File: src/rtl/rf_read_stage_pkg.sv
// Shared types for the operand-read stage: bypass-source and entry/output bundles.
// The helper decides whether one source operand is produced by a given bypass source.
package rf_read_stage_pkg;

  localparam int REG_AW    = 5;
  localparam int DATA_W    = 32;
  localparam int PAYLOAD_W = 64;

  typedef enum logic {
    ST_EMPTY = 1'b0,
    ST_FULL  = 1'b1
  } stage_state_e;

  typedef struct packed {
    logic              we;
    logic              is_load;
    logic              data_ok;
    logic [REG_AW-1:0] waddr;
    logic [DATA_W-1:0] wdata;
  } bypass_src_t;

  typedef struct packed {
    logic                 use1;
    logic                 use2;
    logic [REG_AW-1:0]    raddr1;
    logic [REG_AW-1:0]    raddr2;
    logic [REG_AW-1:0]    waddr;
    logic                 we;
    logic                 is_load;
    logic [PAYLOAD_W-1:0] payload;
  } entry_t;

  typedef struct packed {
    logic [DATA_W-1:0]    src1;
    logic [DATA_W-1:0]    src2;
    logic [REG_AW-1:0]    waddr;
    logic                 we;
    logic                 is_load;
    logic [PAYLOAD_W-1:0] payload;
  } out_bundle_t;

  // Register 0 is hard-wired to zero, so nothing ever forwards into it.
  function automatic logic src_match(input logic              use_src,
                                     input logic [REG_AW-1:0] raddr,
                                     input bypass_src_t       src);
    return use_src && (raddr != '0) && src.we && (src.waddr == raddr);
  endfunction

endpackage

File: src/rtl/rf_fwd_sel.sv
// Resolves one source operand against EXE/MEM/WB bypasses and the regfile read data,
// and flags a hazard when the matching producer's data is not available yet.
module rf_fwd_sel
  import rf_read_stage_pkg::*;
(
  input  logic [REG_AW-1:0] i_raddr,
  input  logic              i_use,
  input  logic [DATA_W-1:0] i_rf_rdata,
  input  bypass_src_t       i_exe,
  input  bypass_src_t       i_mem,
  input  bypass_src_t       i_wb,
  output logic [DATA_W-1:0] o_data,
  output logic              o_hazard
);

  logic w_exe_hit;
  logic w_mem_hit;
  logic w_wb_hit;

  assign w_exe_hit = src_match(i_use, i_raddr, i_exe);
  assign w_mem_hit = src_match(i_use, i_raddr, i_mem);
  assign w_wb_hit  = src_match(i_use, i_raddr, i_wb);

  always_comb begin
    // NOTE: default assigned first so every path drives o_data; a missing branch would infer a latch.
    o_data = i_rf_rdata;
    if (i_raddr == '0) begin
      o_data = '0;
    end else if (w_exe_hit) begin
      o_data = i_exe.wdata;
    end else if (w_mem_hit) begin
      o_data = i_mem.wdata;
    end else if (w_wb_hit) begin
      o_data = i_wb.wdata;
    end
  end

  // A matching load whose data has not returned blocks the operand.
  assign o_hazard = (w_exe_hit && i_exe.is_load && !i_exe.data_ok) ||
                    (w_mem_hit && i_mem.is_load && !i_mem.data_ok) ||
                    (w_wb_hit  && i_wb.is_load  && !i_wb.data_ok);

endmodule

File: src/rtl/rf_read_stage.sv
// Operand-read stage: holds one decoded instruction, reads the regfile, forwards from
// EXE/MEM/WB, stalls on load-use hazards and hands resolved operands downstream.
module rf_read_stage
  import rf_read_stage_pkg::REG_AW, rf_read_stage_pkg::bypass_src_t, rf_read_stage_pkg::entry_t,
         rf_read_stage_pkg::out_bundle_t, rf_read_stage_pkg::stage_state_e,
         rf_read_stage_pkg::ST_EMPTY, rf_read_stage_pkg::ST_FULL;
#(
  parameter int PAYLOAD_W = 64,
  parameter int DATA_W    = 32
) (
  input  logic                 clk,
  input  logic                 reset,
  input  logic                 in_valid,
  output logic                 in_ready,
  input  logic [REG_AW-1:0]    in_raddr1,
  input  logic [REG_AW-1:0]    in_raddr2,
  input  logic                 in_use1,
  input  logic                 in_use2,
  input  logic [REG_AW-1:0]    in_waddr,
  input  logic                 in_we,
  input  logic                 in_is_load,
  input  logic [PAYLOAD_W-1:0] in_payload,
  output logic [REG_AW-1:0]    rf_raddr1,
  output logic [REG_AW-1:0]    rf_raddr2,
  input  logic [DATA_W-1:0]    rf_rdata1,
  input  logic [DATA_W-1:0]    rf_rdata2,
  input  logic                 exe_we,
  input  logic                 exe_is_load,
  input  logic [REG_AW-1:0]    exe_waddr,
  input  logic [DATA_W-1:0]    exe_wdata,
  input  logic                 mem_we,
  input  logic                 mem_is_load,
  input  logic                 mem_data_ok,
  input  logic [REG_AW-1:0]    mem_waddr,
  input  logic [DATA_W-1:0]    mem_wdata,
  input  logic                 wb_we,
  input  logic [REG_AW-1:0]    wb_waddr,
  input  logic [DATA_W-1:0]    wb_wdata,
  input  logic                 flush,
  output logic                 out_valid,
  input  logic                 out_ready,
  output logic [DATA_W-1:0]    out_src1,
  output logic [DATA_W-1:0]    out_src2,
  output logic [REG_AW-1:0]    out_waddr,
  output logic                 out_we,
  output logic                 out_is_load,
  output logic [PAYLOAD_W-1:0] out_payload,
  output logic [31:0]          stall_cnt
);

  stage_state_e r_state;
  stage_state_e w_state_next;
  entry_t       r_entry;
  logic [31:0]  r_stall_cnt;

  bypass_src_t  w_exe;
  bypass_src_t  w_mem;
  bypass_src_t  w_wb;
  out_bundle_t  w_out;

  logic [DATA_W-1:0] w_src1;
  logic [DATA_W-1:0] w_src2;
  logic w_haz1;
  logic w_haz2;
  logic w_hazard;
  logic w_valid;
  logic w_ready_go;
  logic w_accept;
  logic w_out_fire;
  logic w_load;

  // A load in EXE never has its data yet; the WB write data is always final.
  assign w_exe = '{we: exe_we, is_load: exe_is_load, data_ok: 1'b0,
                   waddr: exe_waddr, wdata: exe_wdata};
  assign w_mem = '{we: mem_we, is_load: mem_is_load, data_ok: mem_data_ok,
                   waddr: mem_waddr, wdata: mem_wdata};
  assign w_wb  = '{we: wb_we, is_load: 1'b0, data_ok: 1'b1,
                   waddr: wb_waddr, wdata: wb_wdata};

  rf_fwd_sel u_fwd_src1 (
    .i_raddr    (r_entry.raddr1),
    .i_use      (r_entry.use1),
    .i_rf_rdata (rf_rdata1),
    .i_exe      (w_exe),
    .i_mem      (w_mem),
    .i_wb       (w_wb),
    .o_data     (w_src1),
    .o_hazard   (w_haz1)
  );

  rf_fwd_sel u_fwd_src2 (
    .i_raddr    (r_entry.raddr2),
    .i_use      (r_entry.use2),
    .i_rf_rdata (rf_rdata2),
    .i_exe      (w_exe),
    .i_mem      (w_mem),
    .i_wb       (w_wb),
    .o_data     (w_src2),
    .o_hazard   (w_haz2)
  );

  assign w_valid    = (r_state == ST_FULL);
  assign w_hazard   = w_haz1 || w_haz2;
  assign w_ready_go = w_valid && !w_hazard;
  assign out_valid  = w_ready_go && !flush;
  assign in_ready   = !flush && (!w_valid || (w_ready_go && out_ready));
  assign w_accept   = in_valid && in_ready;
  assign w_out_fire = out_valid && out_ready;

  always_ff @(posedge clk or posedge reset) begin
    // NOTE: sequential state uses non-blocking assignment so every flop samples pre-edge values.
    if (reset) begin
      r_state <= ST_EMPTY;
    end else begin
      r_state <= w_state_next;
    end
  end

  // A new accept takes priority over the outgoing handshake, so back-to-back has no bubble.
  always_comb begin
    w_state_next = r_state;
    w_load       = 1'b0;
    if (flush) begin
      w_state_next = ST_EMPTY;
    end else if (w_accept) begin
      w_state_next = ST_FULL;
      w_load       = 1'b1;
    end else if (w_out_fire) begin
      w_state_next = ST_EMPTY;
    end
  end

  always_ff @(posedge clk or posedge reset) begin
    // NOTE: the entry is reset because out_* and rf_raddr* are visible immediately after reset.
    if (reset) begin
      r_entry <= '0;
    end else if (w_load) begin
      r_entry <= '{use1: in_use1, use2: in_use2, raddr1: in_raddr1, raddr2: in_raddr2,
                   waddr: in_waddr, we: in_we, is_load: in_is_load, payload: in_payload};
    end
  end

  always_ff @(posedge clk or posedge reset) begin
    if (reset) begin
      r_stall_cnt <= '0;
    end else if (w_valid && w_hazard && !flush && (r_stall_cnt != '1)) begin
      r_stall_cnt <= r_stall_cnt + 32'd1;
    end
  end

  assign w_out = '{src1: w_src1, src2: w_src2, waddr: r_entry.waddr, we: r_entry.we,
                   is_load: r_entry.is_load, payload: r_entry.payload};

  assign rf_raddr1   = r_entry.raddr1;
  assign rf_raddr2   = r_entry.raddr2;
  assign out_src1    = w_out.src1;
  assign out_src2    = w_out.src2;
  assign out_waddr   = w_out.waddr;
  assign out_we      = w_out.we;
  assign out_is_load = w_out.is_load;
  assign out_payload = w_out.payload;
  assign stall_cnt   = r_stall_cnt;

endmodule

File: config.mk
export PLATFORM = sky130hd
export DESIGN_NAME = rf_read_stage
export DESIGN_NICKNAME = d
export VERILOG_FILES = /design/src/rtl/rf_read_stage_pkg.sv /design/src/rtl/rf_fwd_sel.sv /design/src/rtl/rf_read_stage.sv
export SDC_FILE = /design/constraint.sdc
export NUM_CORES = 1
export LEC_CHECK = 0
export ABC_AREA = 1
export BUFFER_PORTS_ARGS = -buffer_cell sky130_fd_sc_hd__buf_2
export CAP_MARGIN = 20
export CORE_AREA = 2 2 173 175
export CTS_BUF_LIST = sky130_fd_sc_hd__clkbuf_4 sky130_fd_sc_hd__clkbuf_8
export DETAILED_ROUTE_END_ITERATION = 6
export DIE_AREA = 0 0 175 177
export SLEW_MARGIN = 0
export SYNTH_ARGS = -nofsm -noshare
export SYNTH_HDL_FRONTEND = slang
export SYNTH_SLANG_ARGS = --single-unit
export TNS_END_PERCENT = 100
File: constraint.sdc
create_clock -name clk -period 5.1 [get_ports clk]
set_input_delay 0.765 -clock clk [delete_from_list [all_inputs] [get_ports clk]]
set_output_delay 0.765 -clock clk [all_outputs]
set_load 0.01 [all_outputs]
==> out/summary.txt <==
PWR
-------------------------------------------------------------------------------------
Logic pwr share ........................................................        37.2%
Leakage power ..........................................................      7.39 nW
Maximum ir drop on the vdd rail ........................................   0.000194 V
Switching share of power ...............................................        40.5%
Power share of the clock group .........................................        27.0%
Internal Power .........................................................      1.94 mW
Cell Pwr Density .......................................................  271 nW/um^2
Sequential Power Share .................................................        35.9%
Switching power summed over all nets ...................................      1.32 mW

ROUTE
-------------------------------------------------------------------------------------
Highest routed metal layer .............................................         met5
Wire length on met3 ....................................................      2910 um
DRC errors left ........................................................            0
Total number of vias ...................................................        11300
Count of nets left with antenna violations after detail routing ........            0
Overall routed net length ..............................................     38000 um
DRT Pass-1 Iters .......................................................            5
Count of routing violations after the opening detailed-route iteration .          824
Routed wirelength normalized by instance count .........................      16.4 um
Post-DR vias/cell ......................................................         4.87
Routed length on met1 ..................................................     15500 um
Total length of routed met2 wires ......................................     18400 um

GLOBAL ROUTE
-------------------------------------------------------------------------------------
Initial antenna violation count ........................................            8
GR Overflow Total ......................................................            0
Via count of the first global-routing pass .............................        10900
All-Layer GR Usage .....................................................        24.1%
Pin count of the biggest net entering global routing ...................           84
Wire length of the first global-routing pass ...........................     58800 um

CELLS AND AREA
-------------------------------------------------------------------------------------
Leading cell types in the layout, fill and taps excluded ............... sky130_fd_sc_hd__nand2_1 (507), sky130_fd_sc_hd__buf_2 (447), sky130_fd_sc_hd__inv_1 (285)
Final design instance area without fill ................................   12000 um^2
Fraction of layout instances using a drive strength above 1 ............        27.1%
Final core utilization .................................................        41.1%
Fillers ................................................................         3263
Commonest non-fill, non-tap cell in the layout ......................... sky130_fd_sc_hd__nand2_1
NumNets Final ..........................................................         2177
Area grow syn2layout ...................................................        31.5%

PLACEMENT
-------------------------------------------------------------------------------------
Number of buffer cells added on primary ports ..........................          447
Global placer's final weighted congestion ..............................        0.970
Half-perimeter wire length after detailed placement ....................     29000 um
Placed instance area ...................................................   11600 um^2

STA
-------------------------------------------------------------------------------------
Clock Skews ............................................................   0.00952 ns
Final setup violation count ............................................            0
Number of hold-slack violations in the final timing report .............            0
Count of final max-slew check failures .................................            0
Period Utilization, post-route .........................................        88.9%
Min Clock Period, post-route ...........................................      4.54 ns
Slew Limit Headroom ....................................................        39.2%
Achievable frequency ...................................................    0.220 GHz
Setup repair after global routing missed its margin ....................        false
TNS Setup ..............................................................         0 ns
Post-route worst hold slack ............................................     0.470 ns
Pin slew with the least headroom to its limit ..........................     0.909 ns

WORST SETUP PATH
-------------------------------------------------------------------------------------
Cell depth of the worst flop-to-flop path ..............................           14
Worst Path Max Fanout ..................................................           35
Setup slack on the worst flop-to-flop path .............................      1.15 ns
Timing startpoint of the critical path ................................. rf_raddr1[2]
Endpoint type of the worst setup path ..................................   output pin
Nature of the critical path startpoint .................................         flop
Critical path data arrival time ........................................      3.77 ns
Endpoint required time on the critical path ............................      4.34 ns
Type of the worst setup path ........................................... flop to output pin
Worst r2r dst .......................................................... out_payload[17]
Reg-to-Reg Start ....................................................... rf_raddr2[1]

MIN PATH
-------------------------------------------------------------------------------------
Startpoint of the most critical hold path .............................. out_payload[16]
Capture endpoint of the worst hold path ................................ out_payload[16]
Cell depth of the worst min-delay path .................................            2
Worst Hold Class ....................................................... flop to flop

DIE
-------------------------------------------------------------------------------------
Die outline area .......................................................   31000 um^2
Area inside the core boundary ..........................................   29200 um^2
Overall die width ......................................................       175 um
Height of the die ......................................................       177 um
Starting density of the core ...........................................        31.2%
Count of boundary I/O pins .............................................          448
Std-Cell Rows ..........................................................           63

SYNTHESIS
-------------------------------------------------------------------------------------
Number of register bits inferred by synthesis ..........................          116
Warning count from the yosys run .......................................            0
FFs w/ async S/R, synth ................................................         100%
Number of flops mapped to enable cells by yosys ........................            0
Share of synthesized area occupied by flip-flops and latches ...........        31.8%
Mapped Nets ............................................................         1782
Main flop type after synthesis ......................................... sky130_fd_sc_hd__dfrtp_1
Cell Area, Synth .......................................................    9140 um^2
Distinct cell type count of the synthesized netlist ....................           27
Post-Synthesis Mean Instance Area ......................................    6.04 um^2
Post-synthesis cell count ..............................................         1512

CLOCKING
-------------------------------------------------------------------------------------
Max H-tree Level .......................................................            4
Clock tree from TritonCTS ..............................................        built
Number of setup buffers added after CTS ................................            0
CTS root buffer ........................................................ sky130_fd_sc_hd__clkbuf_8
Worst skew pair latency ................................................      0.45 ns
Hold buffer count at CTS ...............................................            0
PostCTS Resize Cnt .....................................................            0
CTS Buf Count ..........................................................           17
Buffer levels on the longest clock path ................................            2
Sinks on the clock net .................................................          116
Clock-pin transition on the worst setup and hold timing paths ..........      0.08 ns

RUN
-------------------------------------------------------------------------------------
Number of max-cap violations ...........................................            0

OUTCOME
-------------------------------------------------------------------------------------
Status ................................................................. finished, final reports clean

==> critical path, cell delays in order, from the launching register on <==
cell and delay, ns:
sky130_fd_sc_hd__dfrtp_1 0.50, sky130_fd_sc_hd__nor2_1 0.10, sky130_fd_sc_hd__nand3_2 0.09, sky130_fd_sc_hd__nand2_1 0.06, sky130_fd_sc_hd__inv_2 0.50, sky130_fd_sc_hd__nand3_4 0.51, sky130_fd_sc_hd__inv_1 0.78, sky130_fd_sc_hd__buf_4 0.34
sky130_fd_sc_hd__nand2_1 0.07, sky130_fd_sc_hd__nand3_1 0.09, sky130_fd_sc_hd__nand2_1 0.07, sky130_fd_sc_hd__inv_1 0.06, sky130_fd_sc_hd__buf_2 0.12
==> registers in the layout, indices dropped and copies added, names as in the netlist <==
name / count
r_state: 1
stall_cnt: 32
r_entry: 2
rf_raddr1: 5
out_we: 1
out_is_load: 1
rf_raddr2: 5
out_waddr: 5
out_payload: 64
==> area by class of cell <==
cell class / instances / area, um^2 / area share, %
antenna: 4 / 10.0 / 0.0833
clock buffer: 17 / 234 / 1.95
clock inverter: 15 / 171 / 1.43
inverter: 291 / 1090 / 9.11
multi-input combinational: 1015 / 4740 / 39.4
sequential: 116 / 2900 / 24.2
tap: 390 / 488 / 4.06
timing repair buffer: 466 / 2380 / 19.8
==> cell families after synthesis <==
kind of cell | count (synthesis) | synth area share [%]
compound gates | 82 | 4.52
xor+xnor | 32 | 3.07
fa+ha+maj | 1 | 0.137
buf+inv | 381 | 16.9
flops | 116 | 31.8
simple gates | 900 | 43.7
==> per-layer routing <==
metal | vias to the layer above | global-route usage [%]
met3 | 70 | 4.88
met1 | 5166 | 29.2
met5 | - | 0
li1 | 5498 | -
met4 | 8 | 9.41
met2 | 518 | 41.9
==> worst max path at each step <==
stage	to	depth (start not counted)
after CTS	out_src1[29]	12
final	out_src1[29]	12
after detailed placement	out_src1[29]	12
after global routing	out_src1[27]	12
after floorplan	out_is_load	1
after global placement	out_src1[27]	12
==> cell usage after synthesis (3+ instances only) <==
| library cell | instances | share of area [%] |
|---|---|---|
| sky130_fd_sc_hd__buf_1 | 8 | 0.33 |
| sky130_fd_sc_hd__buf_2 | 22 | 1.2 |
| sky130_fd_sc_hd__nand3_2 | 3 | 0.33 |
| sky130_fd_sc_hd__dfrtp_1 | 116 | 32 |
| sky130_fd_sc_hd__nor2_1 | 53 | 2.2 |
| sky130_fd_sc_hd__nand2_1 | 507 | 21 |
| sky130_fd_sc_hd__nand4_1 | 84 | 5.8 |
| sky130_fd_sc_hd__xor2_1 | 25 | 2.4 |
| sky130_fd_sc_hd__buf_6 | 10 | 1.2 |
| sky130_fd_sc_hd__o21ai_0 | 72 | 3.9 |
| sky130_fd_sc_hd__nor3_1 | 11 | 0.60 |
| sky130_fd_sc_hd__nand3_1 | 227 | 12 |
| sky130_fd_sc_hd__xnor2_1 | 7 | 0.67 |
| sky130_fd_sc_hd__a21oi_1 | 8 | 0.44 |
| sky130_fd_sc_hd__inv_1 | 286 | 12 |
| sky130_fd_sc_hd__clkbuf_1 | 48 | 2.0 |
| sky130_fd_sc_hd__nand2_2 | 4 | 0.27 |
| sky130_fd_sc_hd__nor4_1 | 5 | 0.34 |
| sky130_fd_sc_hd__inv_2 | 5 | 0.21 |
==> per-stage QoR <==
step           instances  setup slack (ns)  power [mW]
2_1_floorplan       1512              1.26        1.86
3_3_place_gp        2278              1.14        2.40
3_5_place_dp        2278              1.05        2.40
4_1_cts             2310             0.547        3.30
5_1_grt             2312             0.332        3.49
6_report            2314             0.565        3.26
==> power by group through the flow <==
stage                     clock network (mW)  logic [mW]  registers, mW
after floorplan                            0       0.631           1.23
after global placement                     0        1.22           1.18
after detailed placement                   0        1.22           1.18
after CTS                              0.901        1.22           1.17
after global routing                   0.946        1.36           1.19
final                                  0.878        1.21           1.17
Note: power is estimated with default switching activity, not from simulation.
